[config.mk]
export PLATFORM = sky130hd
export DESIGN_NAME = uart_receiver_flat
export DESIGN_NICKNAME = d
export VERILOG_FILES = /design/src/rtl/uart_receiver_if.sv /design/src/rtl/uart_receiver.sv /design/src/flat_wrapper.sv
export SDC_FILE = /design/constraint.sdc
export NUM_CORES = 1
export LEC_CHECK = 0
export CAP_MARGIN = 20
export CORE_MARGIN = 3
export CORE_UTILIZATION = 37
export DETAILED_ROUTE_END_ITERATION = 6
export PLACE_DENSITY_LB_ADDON = 0.08
export SYNTH_ARGS = -nofsm -noshare
export SYNTH_HDL_FRONTEND = slang
export SYNTH_SLANG_ARGS = --single-unit
[constraint.sdc]
create_clock -name clk_i -period 5.2 [get_ports clk_i]
set_clock_uncertainty 0.1 [all_clocks]
set_input_delay 1.04 -clock clk_i [delete_from_list [all_inputs] [get_ports clk_i]]
set_output_delay 1.04 -clock clk_i [all_outputs]
set_load 0.1 [all_outputs]
[src/rtl/uart_receiver_if.sv]
// Receive-side signal bundle between the UART receiver and its controller/RX FIFO.
// slave: the receiver itself; master: the controller side that drives config and consumes results.
interface uart_receiver_if;
    logic       baud_rt_tick_i;
    logic       rx_i;
    logic [1:0] data_width_i;
    logic [1:0] stop_bits_i;
    logic [1:0] parity_mode_i;
    logic       rx_enable_i;
    logic [7:0] data_rx_o;
    logic       parity_o;
    logic       frame_error_o;
    logic       rx_done_o;
    logic       is_receiving_o;

    modport slave (
        input  baud_rt_tick_i,
        input  rx_i,
        input  data_width_i,
        input  stop_bits_i,
        input  parity_mode_i,
        input  rx_enable_i,
        output data_rx_o,
        output parity_o,
        output frame_error_o,
        output rx_done_o,
        output is_receiving_o
    );

    modport master (
        output baud_rt_tick_i,
        output rx_i,
        output data_width_i,
        output stop_bits_i,
        output parity_mode_i,
        output rx_enable_i,
        input  data_rx_o,
        input  parity_o,
        input  frame_error_o,
        input  rx_done_o,
        input  is_receiving_o
    );
endinterface

[src/rtl/uart_receiver.sv]
// UART receive stage: 16x-oversampled deserialiser for 5-8 data bits, optional parity, 1-2 stop bits.
// Reports raw data/parity/frame-error with a one-cycle write strobe; checking is done downstream.
module uart_receiver #(
    parameter int unsigned OVERSAMPLE  = 16,
    parameter int unsigned SYNC_STAGES = 2
) (
    input logic            clk_i,
    input logic            rst_n_i,
    uart_receiver_if.slave bus
);
    localparam int unsigned     TW       = $clog2(OVERSAMPLE);
    localparam logic [TW-1:0]   MID_CNT  = TW'(OVERSAMPLE / 2 - 1);
    localparam logic [TW-1:0]   LAST_CNT = TW'(OVERSAMPLE - 1);

    typedef enum logic [2:0] {
        IDLE,
        START,
        DATA,
        PARITY,
        STOP,
        DONE
    } state_t;

    state_t                 state;
    logic [SYNC_STAGES-1:0] sync_q;
    logic                   rx_s;
    logic [TW-1:0]          tick_cnt;
    logic [2:0]             bit_cnt;
    logic [1:0]             width_q;
    logic [1:0]             stop_q;
    logic [1:0]             parity_q;
    logic [7:0]             data_sh;
    logic                   par_sh;
    logic                   fe_sh;
    logic                   mid_tick;
    logic                   end_tick;
    logic [2:0]             last_data_bit;
    logic                   two_stops;
    logic                   parity_en;

    assign rx_s          = sync_q[SYNC_STAGES-1];
    assign mid_tick      = bus.baud_rt_tick_i && (tick_cnt == MID_CNT);
    assign end_tick      = bus.baud_rt_tick_i && (tick_cnt == LAST_CNT);
    // width code 0..3 maps to 5..8 bits, so the last index is 4 + code
    assign last_data_bit = {1'b1, width_q};
    assign two_stops     = (stop_q == 2'b01);
    assign parity_en     = !parity_q[1];

    // Presets to idle-high so reset release never looks like a start bit; needs SYNC_STAGES >= 2.
    always_ff @(posedge clk_i or negedge rst_n_i) begin
        if (!rst_n_i) begin
            sync_q <= '1;
        end else begin
            sync_q <= {sync_q[SYNC_STAGES-2:0], bus.rx_i};
        end
    end

    always_ff @(posedge clk_i or negedge rst_n_i) begin
        if (!rst_n_i) begin
            state              <= IDLE;
            tick_cnt           <= '0;
            bit_cnt            <= '0;
            width_q            <= '0;
            stop_q             <= '0;
            parity_q           <= '0;
            data_sh            <= '0;
            par_sh             <= 1'b0;
            fe_sh              <= 1'b0;
            bus.data_rx_o      <= '0;
            bus.parity_o       <= 1'b0;
            bus.frame_error_o  <= 1'b0;
            bus.rx_done_o      <= 1'b0;
            bus.is_receiving_o <= 1'b0;
        end else begin
            bus.rx_done_o <= 1'b0;
            if (bus.baud_rt_tick_i) begin
                tick_cnt <= tick_cnt + 1'b1;
            end

            unique case (state)
                IDLE: begin
                    bus.is_receiving_o <= 1'b0;
                    if (!rx_s && bus.rx_enable_i) begin
                        state              <= START;
                        tick_cnt           <= '0;
                        bit_cnt            <= '0;
                        data_sh            <= '0;
                        par_sh             <= 1'b0;
                        fe_sh              <= 1'b0;
                        bus.is_receiving_o <= 1'b1;
                    end
                end

                START: begin
                    if (mid_tick) begin
                        if (rx_s) begin
                            state              <= IDLE;
                            tick_cnt           <= '0;
                            bus.is_receiving_o <= 1'b0;
                        end else begin
                            width_q  <= bus.data_width_i;
                            stop_q   <= bus.stop_bits_i;
                            parity_q <= bus.parity_mode_i;
                        end
                    end else if (end_tick) begin
                        state    <= DATA;
                        tick_cnt <= '0;
                        bit_cnt  <= '0;
                    end
                end

                DATA: begin
                    if (mid_tick) begin
                        data_sh[bit_cnt] <= rx_s;
                    end else if (end_tick) begin
                        tick_cnt <= '0;
                        if (bit_cnt == last_data_bit) begin
                            bit_cnt <= '0;
                            state   <= parity_en ? PARITY : STOP;
                        end else begin
                            bit_cnt <= bit_cnt + 1'b1;
                        end
                    end
                end

                PARITY: begin
                    if (mid_tick) begin
                        par_sh <= rx_s;
                    end else if (end_tick) begin
                        state    <= STOP;
                        tick_cnt <= '0;
                        bit_cnt  <= '0;
                    end
                end

                // Leaves at the mid-sample of the final stop bit so the next start edge is caught early.
                STOP: begin
                    if (mid_tick) begin
                        if (!rx_s) begin
                            fe_sh <= 1'b1;
                        end
                        if (!two_stops || bit_cnt[0]) begin
                            state    <= DONE;
                            tick_cnt <= '0;
                        end
                    end else if (end_tick) begin
                        tick_cnt <= '0;
                        bit_cnt  <= bit_cnt + 1'b1;
                    end
                end

                DONE: begin
                    bus.data_rx_o      <= data_sh;
                    bus.parity_o       <= par_sh;
                    bus.frame_error_o  <= fe_sh;
                    bus.rx_done_o      <= 1'b1;
                    bus.is_receiving_o <= 1'b0;
                    tick_cnt           <= '0;
                    state              <= IDLE;
                end

                default: begin
                    state <= IDLE;
                end
            endcase
        end
    end
endmodule
[src/flat_wrapper.sv]
// flat-port wrapper written by rule: the top's interface ports become plain ports
module uart_receiver_flat 
#(
    parameter int unsigned OVERSAMPLE  = 16,
    parameter int unsigned SYNC_STAGES = 2
)
  (clk_i, rst_n_i, bus_baud_rt_tick_i, bus_rx_i, bus_data_width_i, bus_stop_bits_i, bus_parity_mode_i, bus_rx_enable_i, bus_data_rx_o, bus_parity_o, bus_frame_error_o, bus_rx_done_o, bus_is_receiving_o);
  uart_receiver_if bus_i ();
  input logic clk_i;
  input logic rst_n_i;
  input wire logic [$bits(bus_i.baud_rt_tick_i)-1:0] bus_baud_rt_tick_i;
  input wire logic [$bits(bus_i.rx_i)-1:0] bus_rx_i;
  input wire logic [$bits(bus_i.data_width_i)-1:0] bus_data_width_i;
  input wire logic [$bits(bus_i.stop_bits_i)-1:0] bus_stop_bits_i;
  input wire logic [$bits(bus_i.parity_mode_i)-1:0] bus_parity_mode_i;
  input wire logic [$bits(bus_i.rx_enable_i)-1:0] bus_rx_enable_i;
  output wire logic [$bits(bus_i.data_rx_o)-1:0] bus_data_rx_o;
  output wire logic [$bits(bus_i.parity_o)-1:0] bus_parity_o;
  output wire logic [$bits(bus_i.frame_error_o)-1:0] bus_frame_error_o;
  output wire logic [$bits(bus_i.rx_done_o)-1:0] bus_rx_done_o;
  output wire logic [$bits(bus_i.is_receiving_o)-1:0] bus_is_receiving_o;
  assign bus_i.baud_rt_tick_i = bus_baud_rt_tick_i;
  assign bus_i.rx_i = bus_rx_i;
  assign bus_i.data_width_i = bus_data_width_i;
  assign bus_i.stop_bits_i = bus_stop_bits_i;
  assign bus_i.parity_mode_i = bus_parity_mode_i;
  assign bus_i.rx_enable_i = bus_rx_enable_i;
  assign bus_data_rx_o = bus_i.data_rx_o;
  assign bus_parity_o = bus_i.parity_o;
  assign bus_frame_error_o = bus_i.frame_error_o;
  assign bus_rx_done_o = bus_i.rx_done_o;
  assign bus_is_receiving_o = bus_i.is_receiving_o;
  uart_receiver #(.OVERSAMPLE(OVERSAMPLE), .SYNC_STAGES(SYNC_STAGES)) u_core (.clk_i(clk_i), .rst_n_i(rst_n_i), .bus(bus_i));
endmodule
==> results of run 1 <==
## routing by layer
layer	vias to the layer above	GRT usage (%)	routed length [um]
met1	733	19.8	2000
met4	0	5.07	40
li1	763	-	-
met3	4	4.21	181
met2	30	23.0	1920
met5	-	0	0
## Yosys cell counts, drive strengths merged (2+ instances only)
| cell type | instances | area, um2 |
|---|---|---|
| dfrtp | 37 | 926 |
| mux2 | 5 | 71.3 |
| nand2 | 47 | 179 |
| nor2b | 3 | 26.3 |
| nand4 | 3 | 25.0 |
| dfstp | 2 | 52.6 |
| xor2 | 3 | 26.3 |
| and2 | 2 | 12.5 |
| nor4 | 2 | 27.5 |
| buf | 9 | 61.3 |
| clkbuf | 2 | 7.51 |
| mux2i | 2 | 20.0 |
| o2bb2ai | 5 | 43.8 |
| o31ai | 3 | 22.5 |
| nor3 | 3 | 15.0 |
| a21oi | 6 | 30.0 |
| a31oi | 5 | 31.3 |
| o21ai | 17 | 85.1 |
| inv | 6 | 22.5 |
| nor2 | 13 | 67.6 |
| nand2b | 4 | 32.5 |
| xnor2 | 4 | 35.0 |
| nand3 | 6 | 30.0 |
| ha | 2 | 25.0 |
## power groups by stage
| stage | combinational, mW | clock [mW] | sequential, mW |
|---|---|---|---|
| after global routing | 0.338 | 0.241 | 0.460 |
| after CTS | 0.294 | 0.229 | 0.446 |
| after global placement | 0.280 | 0 | 0.447 |
| after floorplan | 0.275 | 0 | 0.402 |
| after detailed placement | 0.292 | 0 | 0.452 |
| final | 0.291 | 0.219 | 0.447 |
## cells in the final DEF, fill, tap and decap left out, types with 2 or more instances in the layout
master           count
nand2_1             46
and2_1               2
mux2i_1              2
xor2_1               3
nand2b_1             3
nor2_1              11
nand4_1              2
clkbuf_8             7
xnor2_1              4
o2bb2ai_1            5
nand3_1              6
a31oi_1              5
ha_1                 2
mux2_4               4
o21ai_1              6
dfstp_2              2
o21ai_0             11
inv_1                6
nor2b_1              2
nor3_1               3
o31ai_1              3
dfrtp_1             37
a21oi_1              6
clkdlybuf4s50_1     20
## worst paths after layout
| kind | end | depth (start not counted) |
|---|---|---|
| max | bus_is_receiving_o | 1 |
| min | u_core.sync_q[1]$_DFF_PN1_ | 0 |
| max reg2reg | u_core.bus.data_rx_o[7]$_DFFE_PN0P_ | 5 |
| min reg2reg | u_core.sync_q[1]$_DFF_PN1_ | 0 |
| max in group asynchronous | u_core.bus.data_rx_o[5]$_DFFE_PN0P_ | 1 |
| min in group asynchronous | u_core.bus.is_receiving_o$_DFFE_PN0P_ | 1 |
## per-stage QoR
stage	total power, mW	area [um2]	worst slack [ns]	utilization [%]
floorplan	0.678	2070	2.90	-
global placement	0.728	2290	2.22	43.5
detailed placement	0.744	2290	2.15	43.5
CTS	0.969	2390	2.27	45.4
global route	1.04	2390	2.23	45.4
finish	0.956	2390	2.29	45.4
## cell type report
class | instances | area, um2 | area share, %
Tap cell | 70 | 87.6 | 3.66
Sequential cell | 39 | 978 | 40.9
Clock buffer | 8 | 100 | 4.18
Inverter | 6 | 22.5 | 0.941
Timing Repair Buffer | 21 | 205 | 8.57
Multi-Input combinational cell | 152 | 1000 | 41.8
## cells by family after synthesis
family          after synthesis
fa+ha+maj                     2
mux                           7
xor+xnor                      7
flops                        39
simple gates                 89
buf+inv                      17
compound gates               47
## flip-flops by register name, summed over array words and instances (netlist names), 2 cells and up
| name | cells |
|---|---|
| u_core.width_q | 2 |
| u_core.stop_q | 2 |
| u_core.tick_cnt | 4 |
| u_core.state | 3 |
| u_core.data_sh | 8 |
| u_core.sync_q | 2 |
| u_core.bit_cnt | 3 |
| u_core.bus.data_rx_o | 8 |
==> impl_metrics.ini, run 1 <==
[synthesis]
syn_nets = 221
synthCells = 208
yosys.area_share.simple_pct = 23.3
synth_edf_count = 0
synth_compound_area_share_pct = 16.4
synth-async-reset-ratio_pct = 100
yosysSeqAreaShare_pct = 47.3
ys.flop_type = dfrtp_1
synth_warnings = 0
synth-xor-area-share_pct = 2.96
synthAdderAreaFrac_pct = 1.21
synth_area_per_cell_um2 = 9.95
synth.cell_area_um2 = 2070
synthMuxAreaShare_pct = 4.41
ys_types = 52
synth_top_family_by_area = simple AND/OR/NAND/NOR gates
synth_seq_cells = 39

[cts]
insertion_delay_ns = 0.28
cts_resized = 0
postCtsSetupRepairBufs = 0
clk_transition_reported_paths_ns = 0.07
cts.path.max_buffers = 2
htreeDepth = 2
cts_tree = yes
cts-root-buf = clkbuf_8
postCtsHoldBufs = 0
cts_buffers = 5
cts_sinks = 39

[critical_path]
crit_buf_inv = 1
path_cells = clkdlybuf4s50_1
critPathTopFamily = buffers and inverters
crit_path_max_fanout = 2
arrival_ns = 1.77
rrSetupSlack_ns = 3.02
slowest_stage = clkdlybuf4s50_1
start_kind = flop
path_class = reg -> out
crit-reg2reg-launch = u_core.state[1]$_DFFE_PN0P_
end_kind = primary output
slowest_delay_ns = 1.13
startpoint = u_core.bus.is_receiving_o$_DFFE_PN0P_
critical_path_required_ns = 4.06

[placement]
place_congestion = 0.820
portBuffers = 21
dp_cells = 288
hpwl_um = 3010

[detailed_routing]
avgRoutedWirePerCell_um = 14.0
route.detailed.drc = 0
wirelength_um = 4150
drtAntennaViolNets = 0
first_pass_iters = 4
vias_per_cell = 5.17
via_count = 1530
drtIter0Drc = 54

[sta]
hold_viol = 0
tns_ns = 0
setup_violations = 0
fin_crit_ns = 2.91
min_period_over_period_pct = 55.9
worst_pin_slew_ns = 0.969
worst_hold_slack_ns = 0.260
slew_viol_final = 0
maxSlewHeadroom_pct = 35.2
max_freq_mhz = 344
grt_setup_unrepaired = false

[status]
outcome = complete, no violations

[power]
p_int_uw = 608
switching_power_uw = 349
seq_power_share_pct = 46.7
clkPwrFrac_pct = 22.9
p_sw_share_pct = 36.5
pwr_density_cell_nw_per_um2 = 399
leakage_nw = 1.07
ir_drop_mv = 0.154
p_comb_share_pct = 30.4

[global_routing]
grt_pass1_wl_um = 7410
grt_pass1_vias = 1530
grt_max_degree = 40
grt_antenna_before_repair = 0
grtUsageTotal_pct = 14.8
grt.overflow.total = 0

[final_layout]
diodes = 0
final_nets = 238
nFillCells = 526
fin_cells = 296
drive_gt1_share_pct = 12.8
syn_to_final_growth_pct = 15.7

[floorplanning]
io_pins = 23
fp.dieW_um = 80.8
rows = 26
dieArea_um2 = 6530
start_util_pct = 39.3
core_area_um2 = 5270
fp.dieH_um = 80.8

[flow_run]
cap_violations = 0

[min_path]
hp-start = u_core.sync_q[0]$_DFF_PN1_
hp-class = reg -> reg
No activity file was read; power rests on OpenSTA's default activity.
==> inputs of run 2 (changes only) <==
Clock period 5.2 ns to 2.7 ns, I/O delays scaled along.
==> run 2 against run 1 <==
Compared with the run above: sequential cell count stayed put; non-clock buffer count is 1 higher; via count is 0.20% higher; power is 87% higher; global-route usage is 1.2 points lower; die area stayed put; sequential share of layout area is 0.65 points higher; routed wire length is 2.7% lower; combinational power is 91% higher; sequential power is 92% higher; worst setup slack worse by 1.8 ns; hold slack worse by 0.011 ns; critical endpoint is now u_core.tick_cnt[3]$_DFF_PN0_; largest power group unchanged.
==> impl_metrics.ini, run 2 (synthesis results as in run 1) <==
[cts]
postCtsSetupRepairBufs = 0
htreeDepth = 2
cts_sinks = 39
cts_buffers = 5
cts.path.max_buffers = 2
clk_transition_reported_paths_ns = 0.08
cts_tree = yes
insertion_delay_ns = 0.28
postCtsHoldBufs = 0
cts_resized = 0
cts-root-buf = clkbuf_8

[sta]
setup_violations = 0
min_period_over_period_pct = 81.4
maxSlewHeadroom_pct = 44.6
grt_setup_unrepaired = false
hold_viol = 0
slew_viol_final = 0
max_freq_mhz = 455
worst_pin_slew_ns = 0.831
fin_crit_ns = 2.20
tns_ns = 0

[floorplanning]
io_pins = 23
rows = 26
start_util_pct = 39.3
fp.dieW_um = 80.8
fp.dieH_um = 80.8
core_area_um2 = 5270
dieArea_um2 = 6530

[final_layout]
seq_area_um2 = 978
final_common_cell = nand2_1
final_nets = 239
drive_gt1_share_pct = 18.5
mostFrequentLayoutCells = nand2_1, dfrtp_1, buf_4
diodes = 0
nFillCells = 532
largestRegisters = u_core.bus.data_rx_o x8, u_core.data_sh x8, u_core.tick_cnt x4
syn_to_final_growth_pct = 13.8
multi_input_area_um2 = 1000

[critical_path]
end_kind = flop
startpoint = bus_baud_rt_tick_i
rr_endpoint = u_core.bus.data_rx_o[5]$_DFFE_PN0P_
rrSetupSlack_ns = 0.54
start_kind = input port
arrival_ns = 2.26
crit-reg2reg-launch = u_core.state[1]$_DFFE_PN0P_
crit_path_max_fanout = 8
path_class = in -> reg
critical_path_required_ns = 2.76
reg2reg_depth = 5

[placement]
hpwl_um = 2930
place_congestion = 0.830
portBuffers = 21

[global_routing]
grt_pass1_wl_um = 6940
grt_antenna_before_repair = 0
grt_max_degree = 40
grtUsageTotal_pct = 13.6
grt_pass1_vias = 1469
grt.overflow.total = 0

[detailed_routing]
drtIter0Drc = 135
wirelength_um = 4030
first_pass_iters = 4
drtAntennaViolNets = 0
via_count = 1533
vias_per_cell = 5.16
avgRoutedWirePerCell_um = 13.6
route.detailed.drc = 0

[power]
ir_drop_mv = 0.274
pwr_density_cell_nw_per_um2 = 761
total_power_mw = 1.79
leakage_nw = 1.09

[flow_run]
cap_violations = 0

[status]
outcome = complete, no violations

[min_path]
hp-class = in -> async
-- run 2: final cells by class --
type / instances / share of cell area (%)
Clock buffer: 6 / 3.08
Clock inverter: 2 / 0.531
Inverter: 6 / 0.956
Multi-Input combinational cell: 152 / 42.4
Sequential cell: 39 / 41.5
Tap cell: 70 / 3.72
Timing Repair Buffer: 22 / 7.75
-- run 2: worst max path at each step --
stage | endpoint | depth (start not counted) | slack [ns]
global route | u_core.bus.data_rx_o[0]$_DFFE_PN0P_ | 4 | 0.31
finish | u_core.tick_cnt[3]$_DFF_PN0_ | 6 | 0.50
detailed placement | u_core.tick_cnt[0]$_DFF_PN0_ | 6 | 0.19
CTS | u_core.tick_cnt[3]$_DFF_PN0_ | 6 | 0.51
global placement | u_core.tick_cnt[1]$_DFF_PN0_ | 6 | 0.24
floorplan | u_core.stop_q[0]$_DFFE_PN0P_ | 4 | 0.90
-- run 2: through the flow --
stage	area [um2]	std cells	hold WS [ns]	util [%]	setup slack [ns]
2_1_floorplan	2070	208	0.144	-	0.898
3_5_place_dp	2270	289	0.249	43.1	0.192
5_1_grt	2360	297	0.273	44.7	0.310
4_1_cts	2360	297	0.269	44.7	0.508
3_3_place_gp	2270	289	0.250	43.1	0.240
6_report	2360	297	0.249	44.7	0.501
-- run 2: routing by layer --
metal	vias to the layer above	GRT usage [%]	part of all wire (%)	wire [um]
met3	6	3.44	5.4	218
met5	-	0	0	0
met1	719	19.1	49	1980
met4	0	3.89	1.1	46
met2	42	20.9	44	1790
li1	766	-	-	-
-- run 2: power breakdown --
| part | switching, mW | total [mW] | internal, mW |
|---|---|---|---|
| combinational | 0.303 | 0.557 | 0.254 |
| sequential | 0.176 | 0.859 | 0.683 |
| clock | 0.196 | 0.376 | 0.180 |
| total | 0.675 | 1.79 | 1.12 |
-- run 2: worst max-delay path, stage by stage --
cell and delay, ns:
clkdlybuf4s50_1 0.69, nand4b_4 0.24, nand3_1 0.14, o211ai_1 0.12
a221oi_2 0.42, nor2_1 0.10
